$ cat config.mk
export PLATFORM = sky130hd
export DESIGN_NAME = branch_unit
export DESIGN_NICKNAME = d
export VERILOG_FILES = /design/src/rtl/wisc_pkg.sv /design/src/rtl/branch_unit_cond_eval.sv /design/src/rtl/branch_unit.sv
export SDC_FILE = /design/constraint.sdc
export NUM_CORES = 1
export LEC_CHECK = 0
export BUFFER_PORTS_ARGS = -buffer_cell sky130_fd_sc_hd__buf_2
export CAP_MARGIN = 20
export CORE_ASPECT_RATIO = 0.5
export CORE_MARGIN = 3
export CORE_UTILIZATION = 47
export CTS_BUF_LIST = sky130_fd_sc_hd__clkbuf_2 sky130_fd_sc_hd__clkbuf_4 sky130_fd_sc_hd__clkbuf_8
export DETAILED_ROUTE_END_ITERATION = 7
export PLACE_DENSITY = 0.81
export SYNTH_ARGS = -nofsm -noshare
export SYNTH_HDL_FRONTEND = slang
export SYNTH_HIERARCHICAL = 1
export SYNTH_SLANG_ARGS = --single-unit
$ cat constraint.sdc
create_clock -name clk -period 2.54 [get_ports clk]
set_clock_uncertainty 0.05 [all_clocks]
set_input_delay 0.381 -clock clk [delete_from_list [all_inputs] [get_ports clk]]
set_output_delay 0.381 -clock clk [all_outputs]
set_load 0.01 [all_outputs]
$ cat src/rtl/wisc_pkg.sv
// Shared opcodes, condition codes, flag bit positions and branch FSM states.
package wisc_pkg;

    localparam logic [3:0] OP_B  = 4'hC;
    localparam logic [3:0] OP_BR = 4'hD;

    localparam logic [2:0] CC_NE = 3'b000;
    localparam logic [2:0] CC_EQ = 3'b001;
    localparam logic [2:0] CC_GT = 3'b010;
    localparam logic [2:0] CC_LT = 3'b011;
    localparam logic [2:0] CC_GE = 3'b100;
    localparam logic [2:0] CC_LE = 3'b101;
    localparam logic [2:0] CC_OV = 3'b110;
    localparam logic [2:0] CC_UN = 3'b111;

    localparam int unsigned FLAG_N = 2;
    localparam int unsigned FLAG_Z = 1;
    localparam int unsigned FLAG_V = 0;

    typedef enum logic [1:0] {
        IDLE  = 2'd0,
        WAIT  = 2'd1,
        REDIR = 2'd2
    } state_t;

endpackage

$ cat src/rtl/branch_unit_cond_eval.sv
// Condition-code evaluator: decides taken from the 3-bit code and {N,Z,V}.
module cond_eval
    import wisc_pkg::*;
(
    input  logic [2:0] ccc,
    input  logic [2:0] flags,
    output logic       taken_c
);

    logic n;
    logic z;
    logic v;

    assign n = flags[FLAG_N];
    assign z = flags[FLAG_Z];
    assign v = flags[FLAG_V];

    // Condition table lookup
    always_comb begin
        taken_c = 1'b0;
        case (ccc)
            CC_NE:   taken_c = ~z;
            CC_EQ:   taken_c = z;
            CC_GT:   taken_c = ~z & ~n;
            CC_LT:   taken_c = n;
            CC_GE:   taken_c = z | (~z & ~n);
            CC_LE:   taken_c = n | z;
            CC_OV:   taken_c = v;
            CC_UN:   taken_c = 1'b1;
            default: taken_c = 1'b0;
        endcase
    end

endmodule

$ cat src/rtl/branch_unit.sv
// ID-stage branch resolver: condition check, target compute, registered
// redirect handshake to fetch, BR hazard stall and saturating perf counters.
module branch_unit
    import wisc_pkg::*;
#(
    parameter int unsigned ADDR_W = 16,
    parameter int unsigned CNT_W  = 16
) (
    input  logic              clk,
    input  logic              rst,
    input  logic              instr_valid,
    input  logic [3:0]        opcode,
    input  logic [2:0]        ccc,
    input  logic [8:0]        imm9,
    input  logic [ADDR_W-1:0] pc_plus2,
    input  logic [ADDR_W-1:0] rs_data,
    input  logic              rs_hazard,
    input  logic [2:0]        flags,
    output logic              stall,
    output logic              flush,
    output logic              redirect_valid,
    output logic [ADDR_W-1:0] redirect_pc,
    input  logic              redirect_ready,
    output logic [CNT_W-1:0]  br_count,
    output logic [CNT_W-1:0]  taken_count
);

    localparam int unsigned SEXT_W = ADDR_W - 10;

    state_t            state;
    state_t            state_next;
    logic              is_br;
    logic              is_reg_br;
    logic              taken_c;
    logic              resolve;
    logic [ADDR_W-1:0] target;

    assign is_br     = instr_valid & ((opcode == OP_B) | (opcode == OP_BR));
    assign is_reg_br = opcode == OP_BR;

    cond_eval u_cond_eval (
        .ccc     (ccc),
        .flags   (flags),
        .taken_c (taken_c)
    );

    // Target: register value for BR, pc_plus2 plus sign-extended word offset for B (wraps)
    always_comb begin
        target = rs_data;
        if (!is_reg_br) begin
            target = pc_plus2 + {{SEXT_W{imm9[8]}}, imm9, 1'b0};
        end
    end

    // State register
    always_ff @(posedge clk) begin
        if (rst) begin
            state <= IDLE;
        end else begin
            state <= state_next;
        end
    end

    // Next state, stall/flush and resolve strobe
    always_comb begin
        state_next = state;
        stall      = 1'b0;
        flush      = 1'b0;
        resolve    = 1'b0;
        case (state)
            IDLE: begin
                if (is_br) begin
                    if (is_reg_br && rs_hazard) begin
                        stall      = 1'b1;
                        state_next = WAIT;
                    end else begin
                        resolve = 1'b1;
                        if (taken_c) begin
                            state_next = REDIR;
                        end
                    end
                end
            end
            WAIT: begin
                if (rs_hazard) begin
                    stall = 1'b1;
                end else begin
                    resolve    = 1'b1;
                    state_next = taken_c ? REDIR : IDLE;
                end
            end
            REDIR: begin
                stall = ~redirect_ready;
                flush = redirect_ready & ~rst;
                if (redirect_ready) begin
                    state_next = IDLE;
                end
            end
            default: state_next = IDLE;
        endcase
    end

    // Redirect payload and handshake; payload held until fetch accepts
    always_ff @(posedge clk) begin
        if (rst) begin
            redirect_valid <= 1'b0;
            redirect_pc    <= '0;
        end else if (resolve && taken_c) begin
            redirect_valid <= 1'b1;
            redirect_pc    <= target;
        end else if (state == REDIR && redirect_ready) begin
            redirect_valid <= 1'b0;
        end
    end

    // Saturating perf counters
    always_ff @(posedge clk) begin
        if (rst) begin
            br_count    <= '0;
            taken_count <= '0;
        end else if (resolve) begin
            if (br_count != '1) begin
                br_count <= br_count + CNT_W'(1);
            end
            if (taken_c && taken_count != '1) begin
                taken_count <= taken_count + CNT_W'(1);
            end
        end
    end

endmodule

### Word-level counts from Yosys, hierarchy flattened

Cells that the tools add are included.

* logic and storage cells: 65
* output and inout port bits: 51
* bits in registers: 51
* input bits: 56

* bitwise logic cells: 10
* add/subtract/negate cells: 3
* reduce and logical (&&, ||, !) cells: 10
* multiplexer cells: 20
* equality and inequality tests: 17

Operators with widths (count)
* 16-bit by 1-bit adder with 16-bit output (second input constant): 2
* 16-bit inequality test (second input constant): 2
* 16-bit adder: 1
* 16-bit 2-to-1 mux: 1
* 3-bit == test (second input constant): 4
* 2-bit 2-to-1 mux: 6
* 1-bit 2-to-1 mux: 9
* 4-bit == test (second input constant): 2
* 1-bit one-hot mux with 8 select lines: 1
* 3-bit by 2-bit == test with 1-bit output (second input constant): 2
* 2-bit inequality test (second input constant): 3
* 2-bit one-hot mux with 3 select lines: 1
* 1-bit logical AND: 4
* 1-bit NOT: 4
* 2-bit AND reduction: 2
* 4-bit AND reduction: 1
* 1-bit AND: 3
* 3-bit by 1-bit == test with 1-bit output (second input constant): 1
* 3-bit logical NOT: 1
* 3-bit inequality test (second input constant): 1
* 1-bit bitwise OR: 3
* 1-bit one-hot mux with 3 select lines: 1
* 2-bit by 1-bit == test with 1-bit output (second input constant): 1
* 2-bit == test (second input constant): 1
* 3 further kinds: 3

### Longest topological paths before layout

Gate-level depths: netlist (run 1).

* word-level depth: 8
* mapped depth: 10
* gate-level depth less buffers: 10

### By module

Netlist (run 1), hierarchy kept.

Modules (own cells, without submodules)
* branch_unit: times used 1, seq. area each 1021.0 um2, cells an instance 369, area an instance 3005.4 um2
* cond_eval: times used 1, seq. area each 0.0 um2, cells an instance 11, area an instance 76.3 um2

### Worst setup path after synthesis (run 1)

Ideal clock, no wire load.

* path type: input port to flip-flop
* start: input port imm9[0]
* end: register redirect_pc[15]
* buffers on the path: 0
* arrival time: 2276 ps
* setup slack: 94 ps
* stages on the path: 10
* required time: 2370 ps
* setup time: 120 ps
* cell sequence: ha_1 -> inv_1 -> fa_1 -> and2b_1 -> o2111ai_2 -> a2111oi_1 -> nor2_1 -> a31oi_1 -> nor4_1 -> a211o_1

* longest elaborated chain between the ends: 2

RTL lines
* start, declared: RTL line branch_unit.sv:14 `input logic [8:0] imm9,`
* 16-bit adder: RTL line branch_unit.sv:51 `target = pc_plus2 + {{SEXT_W{imm9[8]}}, imm9, 1'b0};`
* 16-bit 2-to-1 mux: RTL line branch_unit.sv:50 `if (!is_reg_br) begin`
* end signal, assigned: RTL line branch_unit.sv:110 `redirect_pc <= target;`
* end, declared: RTL line branch_unit.sv:22 `output logic [ADDR_W-1:0] redirect_pc,`

Every way passes these cells.
A chain may end at the register's enable or synchronous reset.

### Worst setup path in the final report (run 1)

Same ends and word-level chain as after synthesis.

==> results of run 1 <==
registers in the layout, summed over array words and instances (netlist names):
register	count
redirect_pc	16
state	2
taken_count	16
br_count	16
redirect_valid	1
report_power, final:
group | leakage, nW | internal [mW] | switching (mW)
sequential | 0.411 | 0.808 | 0.00668
combinational | 1.23 | 0.140 | 0.168
clock | 0.0612 | 0.319 | 0.255
total | 1.70 | 1.27 | 0.431
through the flow:
step / instances / power (mW)
5_1_grt: 574 / 1.80
3_5_place_dp: 566 / 1.14
6_report: 574 / 1.70
4_1_cts: 574 / 1.72
3_3_place_gp: 566 / 1.14
2_1_floorplan: 380 / 1.04
logic make-up after synthesis:
family | Yosys count | share of synthesized area (%)
simple gates | 169 | 27.3
compound gates | 82 | 18.2
flops | 51 | 33.1
xor+xnor | 35 | 9.95
buf+inv | 23 | 3.29
fa+ha+maj | 17 | 7.15
mux | 3 | 0.974
placed cells by master, fill, tap and decap left out, types with 2 or more instances in the layout:
master    count
nor3b_1       3
and2b_1       2
nand2_1      39
nand4_1      10
a211oi_1      6
and4_1        2
o21ai_0      14
xor2_1       19
a21oi_1      26
a31oi_1       2
nor3_1       10
buf_4         7
o21a_1        2
inv_1         8
a221oi_1      2
or3_1         6
xnor2_1      16
nor4_1        3
and3_1        4
nor2_1       55
a21o_1        6
nand3b_1      2
nand3_1      20
dfxtp_1      51
a311oi_1      5
o211ai_1      3
mux2i_1       3
ha_1         16
buf_2       106
clkbuf_8      6
synth_stat cells (3+ instances only):
| master | instances |
|---|---|
| o211ai_1 | 3 |
| a211oi_1 | 6 |
| nand2_1 | 39 |
| clkbuf_1 | 8 |
| and3_1 | 4 |
| a21oi_1 | 26 |
| nor4_1 | 3 |
| nor2_1 | 55 |
| or3_1 | 6 |
| dfxtp_1 | 51 |
| o21ai_0 | 14 |
| nor3b_1 | 3 |
| ha_1 | 16 |
| nand4_1 | 10 |
| xor2_1 | 19 |
| xnor2_1 | 16 |
| mux2i_1 | 3 |
| inv_1 | 8 |
| a21o_1 | 6 |
| a311oi_1 | 5 |
| nor3_1 | 10 |
| nand3_1 | 20 |
| buf_2 | 3 |
critical path: stages:
cell and delay, ns:
buf_2 0.08, ha_1 0.16, inv_1 0.06, fa_1 0.36
and2b_1 0.24, o2111ai_2 0.14, a2111oi_1 0.41, nor2_1 0.12
a31oi_1 0.27, nor4_1 0.09, a211o_1 0.24
layout make-up:
type	instances	share of cell area [%]
timing repair buffer	113	15.3
clock buffer	6	2.16
inverter	8	0.786
sequential	51	26.7
multi-input combinational	306	51.3
tap	88	2.88
clock inverter	2	0.917
final timing paths:
path	start	cells past startpoint	slack (ns)	endpoint
max	imm9[0]	11	0.16	redirect_pc[15]
min	rs_data[1]	3	0.29	redirect_pc[1]
min reg2reg	redirect_pc[8]	2	0.41	redirect_pc[8]
max reg2reg	br_count[0]	8	0.53	br_count[9]
per-layer routing:
layer	wire [um]	global-route usage, %	part of all wire (%)	vias to the layer above
li1	-	-	-	1578
met1	3380	23.7	47	1430
met2	3480	34.1	48	69
met3	304	2.69	4.2	9
met4	87	4.94	1.2	0
met5	0	0	0	-
==> Flow_metrics.wiki, run 1 <==
{| class="wikitable"
! Metric !! Value
|-
| Clock net sink count || 51
|-
| Sequential cell area fraction in the yosys report || 33.1%
|-
| Max_slew headroom || 70.4%
|-
| Crit path DAT || 2.53 ns
|-
| Post-Syn Area per Cell || 8.11 um^2
|-
| Antenna violations before repair || 0
|-
| Routed len/inst || 12.6 um
|-
| Total global routing track utilization || 18.9%
|-
| Leakage power || 1.70 nW
|-
| Die height || 63.3 um
|-
| # IOs || 107
|-
| Async set-reset flop share out of synthesis || 0%
|-
| Hold Fails Final Rpt || 0
|-
| Number of buffers inserted by hold repair at cts || 0
|-
| Antenna diode count || 0
|-
| Most used flip-flop cell after synthesis || dfxtp_1
|-
| Number of nets at the end of the flow || 558
|-
| Fraction of the cycle the final worst path needs || 93.9%
|-
| DRT Pass-1 Iters || 4
|-
| Initial cell density of the core || 49.7%
|-
| Largest net degree at the start of global routing || 35
|-
| Die Wd || 121 um
|-
| Critical path fanouts, max || 3
|-
| Detailed router's first-iteration violation count || 211
|-
| Portion of synthesized cell area occupied by the leading cell type || 33.1%
|-
| Total setup buffers inserted after CTS || 0
|-
| Via total after detailed routing || 3086
|-
| Largest area contributor in the netlist || dfxtp_1
|-
| Wire length of the first global-routing pass || 12.2 mm
|-
| Detail-routed via count per cell || 5.38
|-
| Die ar. || 0.00762 mm^2
|-
| Total of cells resized after clock tree synthesis || 0
|-
| Instance count of the mapped netlist || 380
|-
| Unique cell type count in the Yosys netlist || 62
|-
| Total of endpoints with negative setup slack in the final report || 0
|-
| Final ANT Viol Nets || 0
|-
| Number of enable-type register cells in the synthesized netlist || 0
|-
| Clock period minus final worst setup slack || 2.38 ns
|-
| Worst-skew pair later-pin latency || 0.29 ns
|-
| Vias in the first global route || 2844
|-
| Max_cap viols || 0
|-
| Total count of max-transition violations in the final report || 0
|-
| Number of buffers inserted by port buffering || 106
|-
| Dpl hpwl || 5.70 mm
|-
| CTS clock-pin slew for the worst setup and hold paths || 0.09 ns
|-
| Hold slack final || 0.292 ns
|-
| Num rows || 20
|-
| Routability cong. || 0.793
|-
| Final routed DRC violation total || 0
|-
| Outcome || completed
|-
| Max Clk Rate || 419 MHz
|-
| Critical path startpoint category || input port
|-
| Hold/Removal Path Class || input port to register
|-
| Synth area leaders || dfxtp_1 (33%), nor2_1 (6.7%), ha_1 (6.5%)
|-
| Endpoint required time on the critical path || 2.68 ns
|-
| Flops & latches, synth || 51
|-
| Final Routed Wirelength || 7.25 mm
|-
| CTS max path bufs || 2
|-
| Number of warnings reported in the yosys synthesis log || 6
|-
| Worst Slack Setup Final || 0.156 ns
|-
| Ratio of total power to cell area || 444 mW/mm^2
|-
| Fill cell total of the finished layout || 617
|-
| Number of buffers created by CTS || 5
|-
| Final-layout setup total negative slack || 0 ns
|-
| Critical Path Sink Type || register
|-
| FF+latch area || 0.00102 mm^2
|-
| Share of cells above drive strength 1 || 27.6%
|-
| Cell Area, Placed || 0.00370 mm^2
|-
| CTS tree || done
|-
| Final core utilization || 61.6%
|-
| Worst Path Class, Setup || input port to register
|-
| Peak supply drop || 0.185 mV
|-
| Transition time at the pin with the least slew margin || 0.443 ns
|-
| Syn_nets || 453
|-
| Final cell area excluding filler cells || 0.00382 mm^2
|-
| Total overflow reported by the global router || 0
|-
| Post-Place Setup Slack || -0.159 ns
|-
| Layout overhead on the synthesized area || 24.0%
|-
| Core ar. || 0.00621 mm^2
|-
| Setup repair after global routing missed its margin || no
|-
| Number of levels in the clock H-tree || 2
|-
| Cell at the root of the clock tree || clkbuf_8
|-
| Area of the mapped netlist || 0.00308 mm^2
|-
| Area of combinational cells with multiple inputs || 0.00196 mm^2
|}
No activity file was read; power rests on OpenSTA's default activity.
==> inputs of run 2 (changes only) <==
==> constraint.sdc (replaced) <==
create_clock -name clk -period 2.54 [get_ports clk]
set_clock_uncertainty 0.05 [all_clocks]
set_input_delay 0.508 -clock clk [delete_from_list [all_inputs] [get_ports clk]]
set_output_delay 0.508 -clock clk [all_outputs]
set_load 0.01 [all_outputs]
==> run 2 against run 1 <==
Wire length grew 2.4%. Global-route usage grew 0.35 points. Clock power shrank 2%. Largest cell class unchanged. Largest power group unchanged.
==> Flow_metrics.wiki, run 2 (synthesis results as in run 1) <==
{| class="wikitable"
! Metric !! Value
|-
| Vias in the first global route || 2751 (-3.3%)
|-
| Reg2reg path depth || 8 (unchanged)
|-
| Total setup buffers inserted after CTS || 0 (unchanged)
|-
| Critical path fanouts, max || 3 (unchanged)
|-
| Clock period minus final worst setup slack || 2.39 ns (+0.00328 ns)
|-
| R2r setup slk || 0.51 ns (-0.02 ns)
|-
| List of cells traversed by the critical path || buf_2 > ha_1 > inv_1 > fa_1 > and2b_1 > o2111ai_2 > a2111oi_2 > nor2_1 > a31oi_1 > nor4_1 > a211o_1
|-
| Hold Fails Final Rpt || 0 (unchanged)
|-
| Number of buffers inserted by port buffering || 106 (unchanged)
|-
| Hold Crit Depth || 2 (-1)
|-
| Ratio of total power to cell area || 438 mW/mm^2 (-1.4%)
|-
| Total overflow reported by the global router || 0 (unchanged)
|-
| Initial cell density of the core || 49.7% (unchanged)
|-
| Number of nets at the end of the flow || 564 (+1.1%)
|-
| Final Routed Wirelength || 7.42 mm (+2.4%)
|-
| Max_slew headroom || 72.6% (+2.2 points)
|-
| CTS max path bufs || 2 (unchanged)
|-
| Number of buffers inserted by hold repair at cts || 0 (unchanged)
|-
| Total count of max-transition violations in the final report || 0 (unchanged)
|-
| Largest registers || br_count: 16 flops, redirect_pc: 16 flops, taken_count: 16 flops
|-
| Worst hold path endpoint || redirect_valid
|-
| Via total after detailed routing || 3036 (-1.6%)
|-
| Count of placed standard cells in the final layout, fillers left out || 580 (+1.0%)
|-
| Worst min-delay path startpoint || redirect_valid
|-
| Routability cong. || 0.825 (+4.0%)
|-
| Number of buffers and inverters on the critical path || 2 (unchanged)
|-
| FF+latch area || 0.00102 mm^2 (unchanged)
|-
| Setup repair after global routing missed its margin || no
|-
| Post-placement cell count || 572 (+1.1%)
|-
| Detail-routed via count per cell || 5.23 (-2.6%)
|-
| Clock net sink count || 51 (unchanged)
|-
| Slowest stage cell on the critical path || a2111oi_2
|-
| Fraction of the cycle the final worst path needs || 94.0% (+0.13 points)
|-
| Outcome || completed
|-
| Final cell area excluding filler cells || 0.00387 mm^2 (+1.2%)
|-
| Routed len/inst || 12.8 um (+1.3%)
|-
| Worst-skew pair later-pin latency || 0.30 ns (about the same)
|-
| Dpl hpwl || 5.83 mm (+2.4%)
|-
| Detailed router's first-iteration violation count || 166 (-21%)
|-
| Antenna diode count || 0 (unchanged)
|-
| Startpoint of the worst-slack reg-to-reg timing path || br_count[0]
|-
| CTS tree || done
|-
| Total of cells resized after clock tree synthesis || 0 (unchanged)
|-
| Die height || 63.3 um (unchanged)
|-
| Die ar. || 0.00762 mm^2 (unchanged)
|-
| Capturing point of the worst reg2reg path || br_count[9]
|-
| Hold/Removal Path Class || register to register
|-
| Cell at the root of the clock tree || clkbuf_8
|-
| # IOs || 107 (unchanged)
|-
| Hold slack final || 0.408 ns (+0.115 ns)
|-
| Core ar. || 0.00621 mm^2 (unchanged)
|-
| Delay of the slowest critical-path stage || 0.38 ns (-0.03 ns)
|-
| Worst Path Class, Setup || input port to register
|-
| Number of levels in the clock H-tree || 2 (unchanged)
|-
| Fill cell total of the finished layout || 603 (-2.3%)
|-
| Critical Path Sink Type || register
|-
| Total global routing track utilization || 19.2% (+0.35 points)
|-
| CTS clock-pin slew for the worst setup and hold paths || 0.09 ns (about the same)
|-
| Die Wd || 121 um (unchanged)
|-
| Total of endpoints with negative setup slack in the final report || 0 (unchanged)
|-
| Transition time at the pin with the least slew margin || 0.401 ns (-0.0423 ns)
|-
| Crit path DAT || 2.53 ns (about the same)
|-
| Final routed DRC violation total || 0 (unchanged)
|-
| Wire length of the first global-routing pass || 12.5 mm (+2.4%)
|-
| Max_cap viols || 0 (unchanged)
|-
| Cell Area, Placed || 0.00375 mm^2 (+1.4%)
|-
| Peak supply drop || 0.214 mV (+16%)
|-
| Max Clk Rate || 419 MHz (-0.14%)
|-
| Largest net degree at the start of global routing || 39 (+11%)
|-
| Final ANT Viol Nets || 0 (unchanged)
|-
| Commonest non-fill, non-tap cell in the layout || buf_2
|-
| Critical path startpoint category || input port
|-
| Leakage power || 1.73 nW (+1.6%)
|-
| Antenna violations before repair || 0 (unchanged)
|-
| Number of buffers created by CTS || 5 (unchanged)
|-
| DRT Pass-1 Iters || 4 (unchanged)
|-
| Endpoint required time on the critical path || 2.68 ns (about the same)
|-
| Top library cells by usage in the layout, fill and taps aside || buf_2 (106), nor2_1 (55), dfxtp_1 (51)
|-
| Area of combinational cells with multiple inputs || 0.00196 mm^2 (+0.26%)
|-
| Num rows || 20 (unchanged)
|-
| Share of cells above drive strength 1 || 28.7% (+1.1 points)
|-
| Dominant delay contributor by cell family on the critical path || compound AO/OA/AOI/OAI gates
|-
| Layout overhead on the synthesized area || 25.5%
|}
## run 2: cell count changes in the layout (fill, tap and decap cells not counted)
cell       previous run  this run
buf_4                 7        13
clkinv_4              0         1
a2111oi_1             1         0
a2111oi_2             1         2
clkbuf_8              6         5
## run 2: power breakdown
group	leakage [nW]	switching, mW	internal [mW]
logic	1.26	0.170	0.147
clock network	0.0581	0.269	0.294
registers	0.411	0.00664	0.808
total	1.73	0.446	1.25
## run 2: worst min-delay path: cells and delay by family, from the launching register on
| kind | cells | cell delay (ns) |
|---|---|---|
| AO/OA/AOI/OAI | 1 | 0.05 |
| flip-flops | 1 | 0.32 |
| AND/OR/NAND/NOR | 1 | 0.05 |
## run 2: metal layers
| metal | global-route usage, % | part of all wire (%) |
|---|---|---|
| met5 | 0 | 0 |
| met4 | 2.40 | 0.40 |
| met3 | 4.30 | 4.0 |
| met2 | 33.3 | 48 |
| met1 | 25.3 | 48 |
## run 2: area by class of cell
cell class / count / share of cell area [%]
timing repair buffer: 119 / 16.2
multi-input combinational: 306 / 50.8
inverter: 8 / 0.777
sequential: 51 / 26.4
clock buffer: 5 / 1.78
clock inverter: 3 / 1.13
tap: 88 / 2.85
## run 2: worst max-delay path by stage
stage / startpoint / end / slack [ns] / depth (start not counted)
6_report: imm9[0] / redirect_pc[15] / 0.15 / 11
5_1_grt: pc_plus2[1] / redirect_pc[15] / 0.02 / 11
4_1_cts: imm9[0] / redirect_pc[15] / 0.14 / 11
3_5_place_dp: imm9[0] / redirect_pc[15] / -0.17 / 11
3_3_place_gp: imm9[0] / redirect_pc[15] / -0.14 / 11
2_1_floorplan: imm9[0] / redirect_pc[15] / 0.03 / 10
## run 2: per-stage QoR
step                      setup TNS (ns)  util, %  setup slack [ns]  total power, mW
after detailed placement          -0.273     60.5            -0.173             1.15
final                                  0     62.3             0.152             1.69
after global routing                   0     62.3            0.0198             1.79
after CTS                              0     62.3             0.144             1.71
after floorplan                        0        -            0.0261             1.04
after global placement            -0.169     60.5            -0.142             1.15
==> inputs of run 3 (changes only) <==
--- a/config.mk
+++ b/config.mk
@@ -9,10 +9,10 @@
 export CAP_MARGIN = 20
 export CORE_ASPECT_RATIO = 0.5
 export CORE_MARGIN = 3
-export CORE_UTILIZATION = 47
+export CORE_UTILIZATION = 25
 export CTS_BUF_LIST = sky130_fd_sc_hd__clkbuf_2 sky130_fd_sc_hd__clkbuf_4 sky130_fd_sc_hd__clkbuf_8
 export DETAILED_ROUTE_END_ITERATION = 7
-export PLACE_DENSITY = 0.81
+export PLACE_DENSITY = 0.49
 export SYNTH_ARGS = -nofsm -noshare
 export SYNTH_HDL_FRONTEND = slang
 export SYNTH_HIERARCHICAL = 1
==> run 3 against run 2 <==
Sequential power is essentially flat. Register-to-register slack lost 0.04 ns. Utilization shrank 28 points. Global-route usage shrank 6.4 points. Critical path depth is the same. Die area grew 81%. Clock power shrank 4.4%. Largest cell class unchanged. Clock-buffer cell count grew 3. Final area grew 3.1%. Non-clock buffer count grew 1. Maximum frequency is essentially flat. Critical endpoint unchanged.
==> Flow_metrics.wiki, run 3 (synthesis results as in run 1) <==
{| class="wikitable"
! Metric !! Value
|-
| Max_cap viols || 0 (unchanged)
|-
| Wire length of the first global-routing pass || 14.7 mm (+18%)
|-
| Length of routed met2 wiring || 4.05 mm (+14%)
|-
| Transition time at the pin with the least slew margin || 0.463 ns (+0.0618 ns)
|-
| Clock net sink count || 51 (unchanged)
|-
| Die Wd || 163 um (+35%)
|-
| Routed met3 length || 278 um (-5.4%)
|-
| Final Routed Wirelength || 8.75 mm (+18%)
|-
| Capturing point of the worst reg2reg path || br_count[15]
|-
| Reg2reg path depth || 7 (-1)
|-
| Hold Fails Final Rpt || 0 (unchanged)
|-
| Startpoint of the worst-slack reg-to-reg timing path || br_count[7]
|-
| Via total after detailed routing || 3021 (-0.49%)
|-
| Top routing layer in use || met4
|-
| Hold Crit Depth || 3 (+1)
|-
| Share of cells above drive strength 1 || 29.0% (+0.35 points)
|-
| Clock period minus final worst setup slack || 2.39 ns (-0.000357 ns)
|-
| Number of levels in the clock H-tree || 2 (unchanged)
|-
| Core ar. || 0.0115 mm^2 (+85%)
|-
| Max_slew headroom || 69.1% (-3.4 points)
|-
| Final ANT Viol Nets || 0 (unchanged)
|-
| Peak supply drop || 0.181 mV (-16%)
|-
| Top library cells by usage in the layout, fill and taps aside || buf_2 (106), nor2_1 (55), dfxtp_1 (51)
|-
| Largest registers || br_count: 16 flops, redirect_pc: 16 flops, taken_count: 16 flops
|-
| Critical path fanouts, max || 3 (unchanged)
|-
| Num rows || 27 (+35%)
|-
| Fraction of the cycle the final worst path needs || 94.0% (about the same)
|-
| Fill cell total of the finished layout || 1244 (+110%)
|-
| CTS tree || done
|-
| Die ar. || 0.0138 mm^2 (+81%)
|-
| Number of buffers inserted by port buffering || 106 (unchanged)
|-
| Routability cong. || 0.753 (-8.7%)
|-
| Antenna violations before repair || 0 (unchanged)
|-
| Routed len/inst || 13.4 um (+4.8%)
|-
| Ratio of total power to cell area || 422 mW/mm^2 (-3.6%)
|-
| Worst Slack Setup Final || 0.153 ns (+0.000357 ns)
|-
| Critical path startpoint category || input port
|-
| Leakage power || 1.74 nW (+0.63%)
|-
| Worst Path Class, Setup || input port to register
|-
| CTS clock-pin slew for the worst setup and hold paths || 0.09 ns (about the same)
|-
| R2r setup slk || 0.47 ns (-0.04 ns)
|-
| Endpoint required time on the critical path || 2.70 ns (+0.02 ns)
|-
| Detail-routed via count per cell || 4.63 (-11%)
|-
| Number of nets at the end of the flow || 565 (+0.18%)
|-
| Final routed DRC violation total || 0 (unchanged)
|-
| Cell at the root of the clock tree || clkbuf_8
|-
| Total count of max-transition violations in the final report || 0 (unchanged)
|-
| Total of endpoints with negative setup slack in the final report || 0 (unchanged)
|-
| Commonest non-fill, non-tap cell in the layout || buf_2
|-
| Total overflow reported by the global router || 0 (unchanged)
|-
| Post-Place Setup Slack || -0.204 ns (-0.0313 ns)
|-
| Setup repair after global routing missed its margin || no
|-
| DRT Pass-1 Iters || 4 (unchanged)
|-
| Total power || 1.68 mW (-0.64%)
|-
| Dpl hpwl || 6.82 mm (+17%)
|-
| Worst-skew pair later-pin latency || 0.31 ns (about the same)
|-
| # IOs || 107 (unchanged)
|-
| Max Clk Rate || 419 MHz (about the same)
|-
| CTS max path bufs || 2 (unchanged)
|-
| Vias in the first global route || 2975 (+8.1%)
|-
| Number of buffers created by CTS || 5 (unchanged)
|-
| Hold slack final || 0.405 ns (-0.00262 ns)
|-
| Final core utilization || 34.7% (-28 points)
|-
| Die height || 84.5 um (+34%)
|-
| Total global routing track utilization || 12.9% (-6.4 points)
|-
| Layout overhead on the synthesized area || 29.3%
|-
| Crit path DAT || 2.55 ns (+0.02 ns)
|-
| Detailed router's first-iteration violation count || 156 (-6.0%)
|-
| Worst hold path endpoint || redirect_pc[6]
|-
| Hold/Removal Path Class || input port to register
|-
| Largest net degree at the start of global routing || 41 (+5.1%)
|-
| Initial cell density of the core || 26.8% (-23 points)
|-
| Routed length on met1 || 4.36 mm (+23%)
|-
| Critical Path Sink Type || register
|-
| Worst min-delay path startpoint || rs_data[6]
|-
| Final-layout setup total negative slack || 0 ns (unchanged)
|-
| Outcome || completed
|-
| Antenna diode count || 0 (unchanged)
|}
==> run 3: stage by stage <==
stage          instance area (um^2)  std cells
3_3_place_gp                   3870        644
3_5_place_dp                   3870        644
4_1_cts                        3980        652
5_1_grt                        3990        652
2_1_floorplan                  3090        380
6_report                       3990        652
==> run 3: critical path, cell delays in order <==
cell	delay (ns)
buf_2	0.08
ha_1	0.17
inv_1	0.06
fa_1	0.36
and2b_1	0.23
o2111ai_2	0.15
a2111oi_2	0.39
nor2_1	0.13
a31oi_2	0.17
nor4_1	0.07
a211o_1	0.23
==> run 3: worst max path at each step <==
stage	start	endpoint	slack (ns)
2_1_floorplan	imm9[0]	redirect_pc[15]	0.03
3_3_place_gp	imm9[0]	redirect_pc[15]	-0.17
3_5_place_dp	imm9[0]	redirect_pc[15]	-0.20
4_1_cts	imm9[0]	redirect_pc[15]	0.12
5_1_grt	imm9[0]	redirect_pc[15]	0.02
6_report	imm9[0]	redirect_pc[15]	0.15
==> run 3: layout make-up <==
cell class                 instances  area [um^2]  share of cell area [%]
multi-input combinational        306         1970                    49.5
inverter                           8         30.0                   0.754
clock buffer                       8          104                    2.61
sequential                        51         1020                    25.6
tap                              159          199                    4.99
timing repair buffer             120          661                    16.6
==> run 3: power breakdown <==
part / leakage, nW / total, mW / internal, mW / switching, mW
clock: 0.0549 / 0.537 / 0.260 / 0.277
combinational: 1.27 / 0.331 / 0.153 / 0.178
sequential: 0.411 / 0.815 / 0.808 / 0.00667
total: 1.74 / 1.68 / 1.22 / 0.462
==> run 3: repair_timing <==
item,4_1_cts,5_1_grt
hold buffers,0,0
endpoints found under the setup margin,0,1
resized for setup,0,1
buffers inserted,0,0
==> run 3: routing by layer <==
layer / GRT usage, % / up-vias
li1: - / 1588
met1: 17.6 / 1386
met2: 21.3 / 42
met3: 2.56 / 5
met4: 2.53 / 0
met5: 0 / -
